$ cat src/rtl/div_request_sequencer_if.sv
// Request and response channels between a client (master) and div_request_sequencer (slave).
interface div_request_sequencer_if #(
  parameter int WID0 = 32,
  parameter int WID1 = 16,
  parameter int TAGW = 4
) ();
  logic            req_valid;
  logic            req_ready;
  logic [WID0-1:0] req_num;
  logic [WID1-1:0] req_den;
  logic [TAGW-1:0] req_tag;

  logic            rsp_valid;
  logic            rsp_ready;
  logic [WID0-1:0] rsp_quot;
  logic [WID1-1:0] rsp_rem;
  logic [TAGW-1:0] rsp_tag;
  logic [1:0]      rsp_err;

  modport master (
    output req_valid, req_num, req_den, req_tag, rsp_ready,
    input  req_ready, rsp_valid, rsp_quot, rsp_rem, rsp_tag, rsp_err
  );

  modport slave (
    input  req_valid, req_num, req_den, req_tag, rsp_ready,
    output req_ready, rsp_valid, rsp_quot, rsp_rem, rsp_tag, rsp_err
  );
endinterface

$ cat src/rtl/div_request_sequencer.sv
// Buffers tagged divide requests, feeds them one at a time to the multi-cycle divider,
// and returns tagged responses in order (local divide-by-zero, watchdog on completions).
module div_request_sequencer #(
  parameter int WID0    = 32,
  parameter int WID1    = 16,
  parameter int TAGW    = 4,
  parameter int DEPTH   = 4,
  parameter int TIMEOUT = 64
) (
  input  logic                       clk,
  input  logic                       rst_n,
  div_request_sequencer_if.slave     bus,
  output logic [WID0-1:0]            dv_arg0,
  output logic [WID1-1:0]            dv_arg1,
  output logic                       dv_vldin,
  input  logic                       dv_busy,
  input  logic                       dv_vldout,
  input  logic [WID0-1:0]            dv_result,
  input  logic [WID1-1:0]            dv_remainder,
  output logic [$clog2(DEPTH+1)-1:0] fifo_count,
  output logic [7:0]                 timeout_cnt
);
  localparam int AW  = $clog2(DEPTH);
  localparam int CW  = $clog2(DEPTH+1);
  localparam int WDW = $clog2(TIMEOUT);
  localparam logic [AW:0]    PTR_ONE  = (AW+1)'(1);
  localparam logic [AW:0]    FULL_CNT = (AW+1)'(DEPTH);
  localparam logic [WDW-1:0] WD_ONE   = WDW'(1);
  localparam logic [WDW-1:0] WD_LAST  = WDW'(TIMEOUT-1);

  typedef enum logic [1:0] {IDLE, ISSUE, WAIT} state_t;
  state_t state, state_d;

  logic [WID0-1:0] mem_num [DEPTH];
  logic [WID1-1:0] mem_den [DEPTH];
  logic [TAGW-1:0] mem_tag [DEPTH];
  logic [AW:0]     wr_ptr, rd_ptr, count;
  logic            empty, full, push, pop;
  logic [WID0-1:0] head_num;
  logic [WID1-1:0] head_den;
  logic [TAGW-1:0] head_tag;
  logic [TAGW-1:0] held_tag;
  logic [WDW-1:0]  wd_cnt;
  logic            load_dz, load_issue, load_done, load_timeout;

  // Pointers carry an extra wrap bit so the difference is the true occupancy.
  assign count         = wr_ptr - rd_ptr;
  assign empty         = (count == '0);
  assign full          = (count == FULL_CNT);
  assign bus.req_ready = !full;
  assign push          = bus.req_valid && !full;
  assign fifo_count    = CW'(count);
  assign head_num      = mem_num[rd_ptr[AW-1:0]];
  assign head_den      = mem_den[rd_ptr[AW-1:0]];
  assign head_tag      = mem_tag[rd_ptr[AW-1:0]];

  always_ff @(posedge clk) begin
    if (push) begin
      mem_num[wr_ptr[AW-1:0]] <= bus.req_num;
      mem_den[wr_ptr[AW-1:0]] <= bus.req_den;
      mem_tag[wr_ptr[AW-1:0]] <= bus.req_tag;
    end
  end

  always_ff @(posedge clk) begin
    if (!rst_n) state <= IDLE;
    else        state <= state_d;
  end

  // A new request is only taken while the response register is free, so nothing is overwritten.
  always_comb begin
    state_d      = state;
    pop          = 1'b0;
    load_dz      = 1'b0;
    load_issue   = 1'b0;
    load_done    = 1'b0;
    load_timeout = 1'b0;
    case (state)
      IDLE: begin
        if (!empty && !bus.rsp_valid) begin
          if (head_den == '0) begin
            pop     = 1'b1;
            load_dz = 1'b1;
          end else if (!dv_busy) begin
            pop        = 1'b1;
            load_issue = 1'b1;
            state_d    = ISSUE;
          end
        end
      end
      ISSUE: state_d = WAIT;
      WAIT: begin
        if (dv_vldout) begin
          load_done = 1'b1;
          state_d   = IDLE;
        end else if (wd_cnt == WD_LAST) begin
          load_timeout = 1'b1;
          state_d      = IDLE;
        end
      end
      default: state_d = IDLE;
    endcase
  end

  always_ff @(posedge clk) begin
    if (!rst_n) begin
      wr_ptr        <= '0;
      rd_ptr        <= '0;
      dv_vldin      <= 1'b0;
      dv_arg0       <= '0;
      dv_arg1       <= '0;
      held_tag      <= '0;
      wd_cnt        <= '0;
      bus.rsp_valid <= 1'b0;
      bus.rsp_quot  <= '0;
      bus.rsp_rem   <= '0;
      bus.rsp_tag   <= '0;
      bus.rsp_err   <= 2'd0;
      timeout_cnt   <= '0;
    end else begin
      if (push) wr_ptr <= wr_ptr + PTR_ONE;
      if (pop)  rd_ptr <= rd_ptr + PTR_ONE;
      dv_vldin <= load_issue;
      if (load_issue) begin
        dv_arg0  <= head_num;
        dv_arg1  <= head_den;
        held_tag <= head_tag;
      end
      if (state == WAIT) wd_cnt <= wd_cnt + WD_ONE;
      else               wd_cnt <= '0;
      if (bus.rsp_valid && bus.rsp_ready) bus.rsp_valid <= 1'b0;
      if (load_dz) begin
        bus.rsp_valid <= 1'b1;
        bus.rsp_quot  <= '1;
        bus.rsp_rem   <= '0;
        bus.rsp_tag   <= head_tag;
        bus.rsp_err   <= 2'd1;
      end
      if (load_done) begin
        bus.rsp_valid <= 1'b1;
        bus.rsp_quot  <= dv_result;
        bus.rsp_rem   <= dv_remainder;
        bus.rsp_tag   <= held_tag;
        bus.rsp_err   <= 2'd0;
      end
      if (load_timeout) begin
        bus.rsp_valid <= 1'b1;
        bus.rsp_quot  <= '0;
        bus.rsp_rem   <= '0;
        bus.rsp_tag   <= held_tag;
        bus.rsp_err   <= 2'd2;
        if (timeout_cnt != 8'hFF) timeout_cnt <= timeout_cnt + 8'd1;
      end
    end
  end
endmodule

$ cat src/flat_wrapper.sv
// flat-port wrapper written by rule: the top's interface ports become plain ports
module div_request_sequencer_flat 
#(
  parameter int WID0    = 32,
  parameter int WID1    = 16,
  parameter int TAGW    = 4,
  parameter int DEPTH   = 4,
  parameter int TIMEOUT = 64
)
  (clk, rst_n, dv_arg0, dv_arg1, dv_vldin, dv_busy, dv_vldout, dv_result, dv_remainder, fifo_count, timeout_cnt, bus_req_valid, bus_req_num, bus_req_den, bus_req_tag, bus_rsp_ready, bus_req_ready, bus_rsp_valid, bus_rsp_quot, bus_rsp_rem, bus_rsp_tag, bus_rsp_err);
  div_request_sequencer_if #(.WID0(WID0), .WID1(WID1), .TAGW(TAGW)) bus_i ();
  input  logic clk;
  input  logic rst_n;
  output logic [WID0-1:0] dv_arg0;
  output logic [WID1-1:0] dv_arg1;
  output logic dv_vldin;
  input  logic dv_busy;
  input  logic dv_vldout;
  input  logic [WID0-1:0] dv_result;
  input  logic [WID1-1:0] dv_remainder;
  output logic [$clog2(DEPTH+1)-1:0] fifo_count;
  output logic [7:0] timeout_cnt;
  input wire logic [$bits(bus_i.req_valid)-1:0] bus_req_valid;
  input wire logic [$bits(bus_i.req_num)-1:0] bus_req_num;
  input wire logic [$bits(bus_i.req_den)-1:0] bus_req_den;
  input wire logic [$bits(bus_i.req_tag)-1:0] bus_req_tag;
  input wire logic [$bits(bus_i.rsp_ready)-1:0] bus_rsp_ready;
  output wire logic [$bits(bus_i.req_ready)-1:0] bus_req_ready;
  output wire logic [$bits(bus_i.rsp_valid)-1:0] bus_rsp_valid;
  output wire logic [$bits(bus_i.rsp_quot)-1:0] bus_rsp_quot;
  output wire logic [$bits(bus_i.rsp_rem)-1:0] bus_rsp_rem;
  output wire logic [$bits(bus_i.rsp_tag)-1:0] bus_rsp_tag;
  output wire logic [$bits(bus_i.rsp_err)-1:0] bus_rsp_err;
  assign bus_i.req_valid = bus_req_valid;
  assign bus_i.req_num = bus_req_num;
  assign bus_i.req_den = bus_req_den;
  assign bus_i.req_tag = bus_req_tag;
  assign bus_i.rsp_ready = bus_rsp_ready;
  assign bus_req_ready = bus_i.req_ready;
  assign bus_rsp_valid = bus_i.rsp_valid;
  assign bus_rsp_quot = bus_i.rsp_quot;
  assign bus_rsp_rem = bus_i.rsp_rem;
  assign bus_rsp_tag = bus_i.rsp_tag;
  assign bus_rsp_err = bus_i.rsp_err;
  div_request_sequencer #(.WID0(WID0), .WID1(WID1), .TAGW(TAGW), .DEPTH(DEPTH), .TIMEOUT(TIMEOUT)) u_core (.clk(clk), .rst_n(rst_n), .bus(bus_i), .dv_arg0(dv_arg0), .dv_arg1(dv_arg1), .dv_vldin(dv_vldin), .dv_busy(dv_busy), .dv_vldout(dv_vldout), .dv_result(dv_result), .dv_remainder(dv_remainder), .fifo_count(fifo_count), .timeout_cnt(timeout_cnt));
endmodule
$ cat config.mk
export PLATFORM = sky130hd
export DESIGN_NAME = div_request_sequencer_flat
export DESIGN_NICKNAME = d
export VERILOG_FILES = /design/src/rtl/div_request_sequencer_if.sv /design/src/rtl/div_request_sequencer.sv /design/src/flat_wrapper.sv
export SDC_FILE = /design/constraint.sdc
export NUM_CORES = 1
export LEC_CHECK = 0
export CORE_ASPECT_RATIO = 0.7
export CORE_MARGIN = 4
export CORE_UTILIZATION = 48
export CTS_CLUSTER_SIZE = 28
export DETAILED_ROUTE_END_ITERATION = 6
export HOLD_SLACK_MARGIN = 0.1
export MAX_ROUTING_LAYER = met4
export PLACE_DENSITY = 0.76
export SLEW_MARGIN = 15
export SYNTH_ARGS = -nofsm -noshare
export SYNTH_HDL_FRONTEND = slang
export SYNTH_SLANG_ARGS = --single-unit
$ cat constraint.sdc
create_clock -name clk -period 3.3 [get_ports clk]
set_clock_uncertainty 0.1 [all_clocks]
set_input_delay 0.99 -clock clk [delete_from_list [all_inputs] [get_ports clk]]
set_output_delay 0.99 -clock clk [all_outputs]
set_load 0.01 [all_outputs]
==> impl_results.md <==
- Vias in the first global route: approximately 8300
- NetSw: 0.00364 W
- Register area share after synthesis: 0.693
- Critical Path, Cell by Cell: inv_2, ha_2, fa_2, xor3_2, nand3_2, buf_6
- Final worst-path cycle share: 0.971
- Unrepaired setup endpoints after global routing: no
- Clock slew at reported path FFs: around 0.070 ns
- DR iter-0 viols: 536
- Syn Area/Cell: 14.3 um^2
- Worst setup margin: 0.0950 ns
- Core box area: 26000 um^2
- Number of buffers and inverters on the critical path: 2
- Die Y: 145 um
- Synth top area cells: edfxtp_1 (49%), dfxtp_1 (21%), mux4_2 (6.3%), a21oi_1 (4.1%), mux4_1 (3.3%)
- Layout cells sized above 1: 0.121
- CP startpoint kind: flip-flop
- Post-synth EDFFs: 208
- Fmax: approximately 0.31 GHz
- Worst Path Max Fanout: 4
- Yosys cell types: 44
- Overall die width: 203 um
- Via-to-Cell Ratio: 5.62
- Leak: roughly 5.4 nW
- Hold Path Class: flip-flop to flip-flop
- Flops & latches, synth: 340
- Peak VDD IR: 492 uV
- Syn-to-layout area delta: 29.6%
- Worst path required time: roughly 2.2 ns
- R2r setup slk: 0.34 ns
- Comb power frac: 0.270
- Max incr delay on CP: 0.42 ns
- Yosys top cell area share: 0.487
- HPWL after DPL: about 20 mm
- Antenna-violating nets left: 0
- GRT Util Overall: 0.214
- IO Port Bufs: 221
- Reg power frac: 0.437
- Most used DFF post-synth: edfxtp_1
- Placer Congestion: 0.825
- Max Buffers Root-to-Sink: 3
- Largest net degree at the start of global routing: 62
- Hold Vio Cnt, Final: 0
- Post-synth top cells: edfxtp_1 (208), dfxtp_1 (132), a21oi_1 (106)
- Max-slew violation count: 0
- Clock network power share: 0.293
- Minimum clock period: roughly 3.2 ns
- Hold WS: roughly 0.37 ns
- CP max-delay cell: xor3_2
- Setup WS pre-CTS: 0.217 ns
- CTS tree: built
- Status: finished clean
- Pint: 0.00898 W
- Initial antenna violation count: 1
- Final setup fails: 0
- Root buffer cell: clkbuf_16
- Mapped Area: 12800 um^2
- DIE AREA: 29400 um^2
- Finished Layout Cells: 1499
- Kind of critical path: flip-flop to primary output
- P per Cell Area: 759 nW/um^2
- Synth area leader: edfxtp_1
- WL final: 31.4 mm
- Sw frac: 0.288
- Most common cell in the netlist: edfxtp_1
- Ys async rst share: 0
- Slew margin rel.: 0.374
- DR DRC count: 0
- Slew @ Worst Pin: 0.939 ns
- Placed insts: ~1400
- Synth Net Count: 1013
- 1st-pass router iterations: 5
- # rows: 49
- CTS Sinks: 340
- CP top delay family: adder cells
- Via count: 8421
- Max cap viols: 0
- Worst Path Arrival: 2.11 ns
- CTS Buf Count: 31
- Total gr overflow: 0
- Yosys warning count: 0
- CP Capture Type: primary output
- Clk_lat worst skew: approximately 0.57 ns
- Starting density of the core: 0.493
- Hold Buf Count CTS: 0
- Nets: 1231
- First-pass GRT wire length: 48.0 mm
- Detailed-route wire length per cell: 20.9 um
- Synth Instances: 898
- I/O pin count: 222
- H-Tree Depth: 1
[routing by layer]
layer / wire length (um) / share of wire / track usage / vias to the layer above
met4: 705 / 0.022 / 0.0486 / 0
met3: 2330 / 0.074 / 0.0425 / 47
li1: - / - / - / 3854
met2: 14600 / 0.47 / 0.339 / 377
met1: 13700 / 0.44 / 0.292 / 4143
met5: 0 / 0 / - / -
[per-stage QoR]
stage	setup TNS (ns)	util	instance area (um^2)	power, W
final	0	0.639	16600	0.0126
after detailed placement	0	0.597	15500	0.00901
after floorplan	0	-	12800	0.00740
after CTS	-0.0825	0.639	16600	0.0127
after global routing	0	0.639	16600	0.0132
after global placement	0	0.597	15500	0.00893
[placed cells by master, fill, tap and decap left out, types with 3 or more instances in the layout]
cell type          n
nand4_1            4
mux4_1            16
clkbuf_1           5
nand2_1           27
ha_1               7
mux2i_1            3
clkdlybuf4s50_1  218
o21ai_1           11
nand3_1           63
clkinv_1           5
a31oi_1            6
and2_2             6
clkbuf_16         32
inv_1              5
nor4_1             6
a21oi_1          106
edfxtp_1         208
nor2_1            51
dfxtp_1          129
and3_1             3
o211ai_1          18
clkinv_2           3
xnor2_1           11
bufinv_16          3
o21ai_0           82
nor3_1             5
buf_4             21
buf_12            11
clkbuf_8           6
mux4_2            36
[flip-flops by register name (all words and copies together), names as in the netlist, named ones only]
signal	count
u_core.mem_num	128
u_core.mem_den	64
u_core.bus.rsp_quot	32
u_core.dv_arg0	32
u_core.bus.rsp_rem	16
u_core.dv_arg1	16
u_core.mem_tag	16
u_core.timeout_cnt	8
u_core.wd_cnt	6
u_core.bus.rsp_tag	4
u_core.held_tag	4
u_core.rd_ptr	3
u_core.wr_ptr	3
u_core.bus.rsp_err	2
u_core.state	2
u_core.bus.rsp_valid	1
u_core.dv_vldin	1
[path summary, 6_finish.rpt]
check	endpoint	cells after the start	start
setup / recovery	bus_req_ready	6	u_core.wr_ptr[0]
hold / removal	u_core.wd_cnt[0]	1	u_core.wd_cnt[0]
setup reg to reg	u_core.rd_ptr[1]	7	flip-flop
hold reg to reg	u_core.wd_cnt[0]	1	u_core.wd_cnt[0]
[worst reg2reg max path, delay by kind of cell (launching register included)]
| family | cells | cell delay (ns) |
|---|---|---|
| AO/OA/AOI/OAI | 1 | 0.42 |
| buffers and inverters | 2 | 0.50 |
| AND/OR/NAND/NOR | 2 | 0.60 |
| multiplexers | 2 | 0.88 |
| flip-flops | 1 | 0.37 |
[power groups by stage]
stage / clock [W] / combinational (W) / sequential [W]
floorplan: 0 / 0.00171 / 0.00569
global placement: 0 / 0.00336 / 0.00557
detailed placement: 0 / 0.00341 / 0.00560
CTS: 0.00377 / 0.00342 / 0.00552
global route: 0.00396 / 0.00368 / 0.00558
finish: 0.00370 / 0.00341 / 0.00551
[timing repair]
item | 4_1_cts | 5_1_grt
resized for setup | 6 | 9
endpoints found under the hold margin | 0 | 0
setup buffers | 1 | 0
setup endpoints to repair | 3 | 3
pin swaps | 1 | 2
[layout make-up]
type | count | area, um^2
clock buffers | 43 | 902
well taps | 357 | 447
fillers | 1957 | 9380
repair buffers | 253 | 2580
inverters | 7 | 26.3
multi-input cells | 483 | 3590
diodes | 1 | 2.50
flip-flops and latches | 340 | 8890
clock inverters | 15 | 170
[cell families (layout without fill, tap and decap cells)]
group / count (synthesis) / after routing / synth area share
compound gates: 226 / 226 / 0.0928
xor+xnor: 14 / 14 / 0.0108
fa+ha+maj: 9 / 9 / 0.00937
buf+inv: 75 / 318 / 0.0291
flops: 340 / 340 / 0.693
mux: 55 / 55 / 0.0984
other cells: 0 / 1 / 0
simple gates: 179 / 179 / 0.0664
(Power assumes the default switching activity.)
